**config.mk**
```make
export PLATFORM = sky130hd
export DESIGN_NAME = shift_sequencer
export DESIGN_NICKNAME = d
export VERILOG_FILES = /design/src/rtl/shift_sequencer.sv
export SDC_FILE = /design/constraint.sdc
export NUM_CORES = 1
export LEC_CHECK = 0
export BUFFER_PORTS_ARGS = -buffer_cell sky130_fd_sc_hd__buf_2
export CORE_UTILIZATION = 40
export CTS_BUF_LIST = sky130_fd_sc_hd__clkbuf_4
export DETAILED_ROUTE_END_ITERATION = 6
export HOLD_SLACK_MARGIN = 0.15
export MAX_ROUTING_LAYER = met4
export PLACE_DENSITY = 0.65
export RECOVER_POWER = 25
export SYNTH_ARGS = -nofsm -noshare
export SYNTH_HDL_FRONTEND = slang
export SYNTH_SLANG_ARGS = --single-unit
export TNS_END_PERCENT = 20
```
**constraint.sdc**
```tcl
create_clock -name clk -period 2.7 [get_ports clk]
set_input_delay 0.27 -clock clk [delete_from_list [all_inputs] [get_ports clk]]
set_output_delay 0.27 -clock clk [all_outputs]
set_load 0.01 [all_outputs]
```
**src/rtl/shift_sequencer.sv**
```systemverilog
// Shift-sequence unit: one operand, a queue of shift commands applied one per cycle,
// result presented on a handshake once the command flagged last retires.
//
// state | meaning
// IDLE  | waiting for an operand; commands may already be queued
// RUN   | popping one command per cycle into the accumulator
// DONE  | result held on res_data until the consumer takes it
module shift_sequencer #(
    parameter int W     = 8,
    parameter int DEPTH = 4
) (
    input  logic         clk,
    input  logic         reset,
    input  logic         load_valid,
    input  logic [W-1:0] load_data,
    output logic         load_ready,
    input  logic         cmd_valid,
    input  logic [1:0]   cmd_ctrl,
    input  logic [4:0]   cmd_shamt,
    input  logic         cmd_last,
    output logic         cmd_ready,
    output logic         res_valid,
    output logic [W-1:0] res_data,
    input  logic         res_ready,
    output logic         busy
);

    localparam int AW = $clog2(DEPTH);
    localparam logic [AW:0] FULL_COUNT = (AW + 1)'(DEPTH);

    typedef enum logic [1:0] {
        IDLE,
        RUN,
        DONE
    } state_t;

    state_t         state_q, state_d;
    logic [W-1:0]   acc_q, acc_d;
    logic [7:0]     fifo_mem [DEPTH];
    logic [AW-1:0]  wr_ptr, rd_ptr;
    logic [AW:0]    count;
    logic           push, pop, full, empty;
    logic [7:0]     head;

    function automatic logic [W-1:0] shift_fn(input logic [W-1:0] a,
                                              input logic [1:0]   ctrl,
                                              input logic [4:0]   shamt);
        logic [2*W-1:0] dbl;
        int             amt;
        int             rot;
        amt = int'(shamt);
        rot = amt % W;
        dbl = {a, a} >> rot;
        case (ctrl)
            2'b00:   shift_fn = (amt >= W) ? '0 : a << amt;
            2'b01:   shift_fn = (amt >= W) ? '0 : a >> amt;
            2'b10:   shift_fn = (amt >= W) ? {W{a[W-1]}} : W'($signed(a) >>> amt);
            default: shift_fn = dbl[W-1:0];
        endcase
    endfunction

    // Push is refused whenever full, even if a pop frees a slot this cycle.
    assign full      = (count == FULL_COUNT);
    assign empty     = (count == '0);
    assign push      = cmd_valid && !full;
    assign cmd_ready = !full;
    assign head      = fifo_mem[rd_ptr];
    assign res_data  = acc_q;

    always_ff @(posedge clk) begin
        if (push) begin
            fifo_mem[wr_ptr] <= {cmd_ctrl, cmd_shamt, cmd_last};
        end
    end

    always_ff @(posedge clk or posedge reset) begin
        if (reset) begin
            wr_ptr <= '0;
            rd_ptr <= '0;
            count  <= '0;
        end else begin
            if (push) wr_ptr <= wr_ptr + 1'b1;
            if (pop)  rd_ptr <= rd_ptr + 1'b1;
            case ({push, pop})
                2'b10:   count <= count + 1'b1;
                2'b01:   count <= count - 1'b1;
                default: count <= count;
            endcase
        end
    end

    always_ff @(posedge clk or posedge reset) begin
        if (reset) begin
            state_q <= IDLE;
            acc_q   <= '0;
        end else begin
            state_q <= state_d;
            acc_q   <= acc_d;
        end
    end

    always_comb begin
        state_d    = state_q;
        acc_d      = acc_q;
        pop        = 1'b0;
        load_ready = 1'b0;
        res_valid  = 1'b0;
        busy       = 1'b0;
        case (state_q)
            IDLE: begin
                load_ready = 1'b1;
                if (load_valid) begin
                    acc_d   = load_data;
                    state_d = RUN;
                end
            end
            RUN: begin
                busy = 1'b1;
                if (!empty) begin
                    pop   = 1'b1;
                    acc_d = shift_fn(acc_q, head[7:6], head[5:1]);
                    if (head[0]) state_d = DONE;
                end
            end
            DONE: begin
                busy      = 1'b1;
                res_valid = 1'b1;
                if (res_ready) state_d = IDLE;
            end
            default: state_d = IDLE;
        endcase
    end

endmodule

```
==> results of run 1 <==
==> cells in the mapped netlist (all sizes together) <==
master	instances	area, um2
dfrtp	17	425
mux4	8	188
o21bai	1	7.51
nand3	4	20.0
o2111ai	1	8.76
a22oi	1	7.51
nand2	22	82.6
nor3	8	56.3
ha	8	100
and3	7	43.8
nor4	2	12.5
a32oi	2	17.5
nand2b	4	25.0
nor2b	5	31.3
a31oi	9	56.3
a2bb2oi	1	8.76
inv	10	37.5
nand3b	1	7.51
o21ai	15	78.8
o21a	1	7.51
xnor2	3	26.3
o311ai	1	8.76
mux2	6	67.6
maj3	1	10.0
or3	3	18.8
a21oi	12	63.8
o221ai	1	8.76
edfxtp	32	961
o211ai	3	22.5
nand4b	5	43.8
nor2	25	101
clkbuf	8	31.3
a211oi	1	7.51
mux2i	24	248
buf	10	71.3
xor2	4	35.0
nand4	1	6.26
o22ai	2	12.5
or2	1	6.26
o41a	2	22.5
fa	1	20.0
and2	3	18.8
==> worst max-delay path: stages, from the launching register on <==
cell	delay (ps)
dfrtp_2	500
buf_4	170
mux4_2	540
or3_1	420
buf_4	190
nor2_4	170
o211ai_1	130
a21oi_1	180
o21a_1	130
==> layout by cell type (no fill, tap or decap), drive strengths merged, types with 9 or more instances in the layout <==
master,synthesis,routed
buf,10,45
edfxtp,32,32
nor2,25,25
mux2i,24,24
nand2,22,22
dfrtp,17,17
o21ai,15,15
a21oi,12,12
clkbuf,8,12
inv,10,11
a31oi,9,9
dlygate4sd3,0,9
==> state kept, by name, indices dropped and copies added (netlist names) <==
name and count:
count 3, fifo_mem 32, rd_ptr 2, res_data 8, state_q 2, wr_ptr 2
==> power groups by stage <==
stage	Clock [mW]	Sequential, mW	Combinational [mW]
after floorplan	0	1.22	2.20
after global placement	0	1.31	2.92
after detailed placement	0	1.32	2.92
after CTS	0.476	1.30	2.94
after global routing	0.501	1.34	3.26
final	0.456	1.30	2.96
==> what timing repair did <==
action / 4_1_cts / 5_1_grt
endpoints found under the hold margin: 49 / 0
gates resized for setup: 0 / 1
setup endpoints to repair: 0 / 1
hold buffers: 9 / 0
setup buffers: 0 / 0
==> per-layer routing <==
layer,vias to the layer above,share of wire (%),track usage (%)
met4,0,1.4,5.63
met1,1147,46,24.3
met5,-,0,-
met3,8,5.4,2.59
li1,1126,-,-
met2,85,47,32.1
==> area by class of cell <==
class	instances	area, um2	area share [%]
clock buffer	5	37.5	1.06
clock inverter	3	50.0	1.41
inverter	10	37.5	1.06
multi-input combinational	199	1510	42.5
sequential	49	1390	39.1
tap	99	124	3.49
timing repair buffer	61	404	11.4
==> through the flow <==
step	hold WS (ps)	setup WS, ps	std cells
global route	261	99.1	426
detailed placement	432	180	409
floorplan	196	502	276
global placement	437	182	409
CTS	229	162	426
finish	250	249	426
==> cells by family after synthesis <==
logic type	Yosys count	share of synthesized area (%)
and+or+nand+nor	91	15.6
AOI/OAI and AO/OA	53	11.2
DFF	49	45.7
muxes	38	16.6
buffers and inverters	28	4.62
adders and majority gates	10	4.29
xor gates and xnor gates	7	2.02
==> final timing paths <==
path,depth (start not counted),startpoint,end,slack (ps)
setup / recovery,8,rd_ptr[0]$_DFFE_PP0P_,res_data[7]$_DFFE_PP0P_,250
hold / removal,5,load_data[4],res_data[4]$_DFFE_PP0P_,250
setup reg to reg,8,rd_ptr[0]$_DFFE_PP0P_,res_data[7]$_DFFE_PP0P_,250
hold reg to reg,1,count[2]$_DFFE_PP0P_,count[2]$_DFFE_PP0P_,510
max in group asynchronous,3,reset,rd_ptr[0]$_DFFE_PP0P_,1640
min in group asynchronous,3,reset,state_q[1]$_DFFE_PP0P_,550
==> out/metrics.cfg, run 1 <==
[synth]
synth-seq-cells = 49
ys_warn_count = 0
syn_inst = 276
yosysUniqueCellTypes = 54
synthesis.nets = 306
seq_area_frac_synth_pct = 45.7
syn_area_mm2 = 0.00303
synth.avg_cell_area_um2 = 11.0

[die]
die_area_mm2 = 0.00794
die_h_um = 89.1
io-pin-count = 33
core_area_mm2 = 0.00729
start_util_pct = 41.6
fp-row-count = 31
dieWidth_um = 89.1

[detailed_routing]
wl_per_cell_um = 15.9
viasPerCell = 5.55
drt-total-wl_mm = 6.76
drt_first_pass_iters = 4
drc = 0
drt_iter0_markers = 196
ant_nets = 0
vias = 2366

[sta]
max-slew-margin-rel_pct = 50.8
fin_crit_sh_pct = 90.8
fin_crit_ps = 2450
tightest_slew_ps = 737
report.final.slew_viol_count = 0
setup_violations = 0
fmaxAchievable_ghz = 0.408
rsz0062_at_grt = false
clock_skew_ps = 17.9
tns_ps = 0
hold_viol = 0

[finish]
layout-area-overhead-vs-synth_pct = 16.9
drive_above_1_share_pct = 22.0
design_area_mm2 = 0.00355
antenna_cells = 0
n_fill_cell = 694
nets = 356
final_util_pct = 48.7

[pwr]
powerDensity_mw_per_mm2 = 1330
p_leak_nw = 1.40
total_power_mw = 4.72
power_frac_comb_pct = 62.7
clkPwrFrac_pct = 9.7
power_frac_seq_pct = 27.6
peakVddDrop_mv = 0.627
p_sw_mw = 2.15
swShare_pct = 45.5
intPower_mw = 2.57

[worst_setup_path]
critPathRequiredTime_ps = 3030
cp-end-kind = flip-flop
cp-start-kind = flip-flop
crit_type = reg -> reg
crit_arrival_ps = 2780
critPathMaxFanout = 6

[place]
placed_area_mm2 = 0.00338
port_buffers = 32
hpwl_mm = 4.90
place_congestion = 0.915

[clock_network]
tritoncts = done
cts.sinks = 49
cts_buffer_depth = 2
path_clk_slew_ps = 160
cts_made_buffers = 5
cts-root-buf = clkbuf_4
clkLatencyLatePin_ps = 370
htreeDepth = 2

[status]
outcome = completed

[global_routing]
antenna_found_initial = 0
grt_pass1_wl_mm = 11.0
grt_max_degree = 23
grt_pass1_vias = 2259
grt_util_all_layers_pct = 19.2
grt_overflow = 0

[job]
cap_viol_max_count = 0

[hold_path]
hp-class = in -> reg

Power figures use the tool's default switching activity.
==> inputs of run 2 (changes only) <==
==> constraint.sdc (replaced) <==
create_clock -name clk -period 2.5 [get_ports clk]
set_input_delay 0.25 -clock clk [delete_from_list [all_inputs] [get_ports clk]]
set_output_delay 0.25 -clock clk [all_outputs]
set_load 0.01 [all_outputs]
==> out/metrics.cfg, run 2 (synthesis gave the netlist of run 1 again) <==
[sta]
max-slew-margin-rel_pct = 47.1
fin_ws_ps = 150
clock_skew_ps = 25.3
report.final.slew_viol_count = 0
fmaxAchievable_ghz = 0.425
fin_crit_ps = 2350
setup_violations = 0
rsz0062_at_grt = false
hold_viol = 0
fin_hold_ws_ps = 228
tightest_slew_ps = 793
tns_ps = 0
fin_crit_sh_pct = 94.0

[global_routing]
antenna_found_initial = 0
grt_overflow = 0
grt_max_degree = 33
grt_pass1_vias = 2298
grt_pass1_wl_mm = 11.4
grt_util_all_layers_pct = 19.7

[finish]
nets = 360
n_fill_cell = 727
layout-area-overhead-vs-synth_pct = 17.0
top_register = fifo_mem
final_common_cell = edfxtp_1
final_util_pct = 48.7
drive_above_1_share_pct = 23.0
antenna_cells = 0
layout_common_cells = edfxtp_1 (32), buf_2 (25), nor2_1 (24)
largest_reg_flops = 32

[clock_network]
cts_buffer_depth = 2
cts-root-buf = clkbuf_4
cts_setup_buffers = 0
htreeDepth = 2
cts_made_buffers = 5
path_clk_slew_ps = 170
clkLatencyLatePin_ps = 370
tritoncts = done
cts.sinks = 49

[detailed_routing]
drt_first_pass_iters = 7
ant_nets = 0
drc = 0
drt-total-wl_mm = 7.06
wl_per_cell_um = 16.4
drt_iter0_markers = 207
viasPerCell = 5.53
vias = 2377

[pwr]
powerDensity_mw_per_mm2 = 1430
peakVddDrop_mv = 0.630
total_power_mw = 5.08
p_leak_nw = 1.40

[worst_setup_path]
crit_slowest_cell = mux4_2
cp_top_family = multiplexers
crit_type = reg -> reg
max_stage_delay_ps = 670
critPathMaxFanout = 10
crit_arrival_ps = 2670
critical_path_buf_inv_count = 1
crit_chain = mux4_2, buf_4, mux2i_1, mux2_2, a211oi_1, o41a_1
regToRegStartpoint = rd_ptr[0]$_DFFE_PP0P_
r2r_slack_ps = 150
cp-start-kind = flip-flop
r2r_end = res_data[6]$_DFFE_PP0P_
cp-end-kind = flip-flop
r2r_cells = 6
critPathRequiredTime_ps = 2820

[die]
fp-row-count = 31
io-pin-count = 33
start_util_pct = 41.6
dieWidth_um = 89.1
core_area_mm2 = 0.00729
die_area_mm2 = 0.00794
die_h_um = 89.1

[hold_path]
whs_endpoint = res_data[5]$_DFFE_PP0P_
hp-class = in -> reg
hold_path.startpoint = load_data[5]
hold_depth = 5

[status]
outcome = completed

[job]
cap_viol_max_count = 0

[place]
hpwl_mm = 5.11
dpl_worst_slack_ps = 86.3
place_congestion = 0.931
port_buffers = 32

run 2: changes by cell type in the layout (fill, tap and decap cells not counted):
cell | previous run | this run
bufinv_16 | 1 | 0
inv_6 | 0 | 1
clkinv_2 | 0 | 1
inv_8 | 1 | 0
clkinvlp_4 | 0 | 1
clkinv_4 | 1 | 0
buf_4 | 19 | 23
run 2: metal layers:
layer	part of all wire [%]	up-vias	track usage, %
met5	0	-	-
met4	0.96	0	3.90
met3	4.4	6	2.86
met2	48	75	32.6
met1	46	1168	26.1
li1	-	1128	-
run 2: where the power goes:
group          internal (mW)  switching (mW)
sequential              1.13           0.264
combinational           1.47            1.82
clock                  0.112           0.275
total                   2.72            2.36
run 2: worst max path at each step:
stage | from | to | slack (ps) | cells past startpoint
after floorplan | rd_ptr[0]$_DFFE_PP0P_ | res_data[6]$_DFFE_PP0P_ | 300 | 7
after global placement | rd_ptr[0]$_DFFE_PP0P_ | res_data[1]$_DFFE_PP0P_ | 100 | 7
after detailed placement | rd_ptr[0]$_DFFE_PP0P_ | res_data[1]$_DFFE_PP0P_ | 90 | 7
after CTS | rd_ptr[0]$_DFFE_PP0P_ | res_data[1]$_DFFE_PP0P_ | 70 | 8
after global routing | rd_ptr[0]$_DFFE_PP0P_ | res_data[0]$_DFFE_PP0P_ | 30 | 7
final | rd_ptr[0]$_DFFE_PP0P_ | res_data[6]$_DFFE_PP0P_ | 150 | 6
run 2: repair_timing:
| item | in CTS | in global routing |
|---|---|---|
| hold buffers | 9 | 0 |
| gates resized for setup | 0 | 1 |
| setup endpoints to repair | 0 | 7 |
| hold endpoints to repair | 49 | 0 |
run 2: final cells by class:
class                           count  area, um2  area share (%)
Inverter                           10       37.5            1.06
Multi-Input combinational cell    199       1510            42.5
Timing Repair Buffer               65        434            12.2
Clock buffer                        5       37.5            1.06
Tap cell                           99        124            3.49
Sequential cell                    49       1390            39.1
Clock inverter                      3       21.3           0.599
run 2: through the flow:
step                      std cells  cell area [um2]
after global placement          413             3410
final                           430             3550
after CTS                       430             3560
after detailed placement        413             3410
after global routing            430             3550
after floorplan                 276             3030
run 2: tightest hold or removal path: stages:
cell,delay (ps)
buf_2,100
nor2_1,80
nand2_1,50
o21ai_0,70
a31oi_1,40
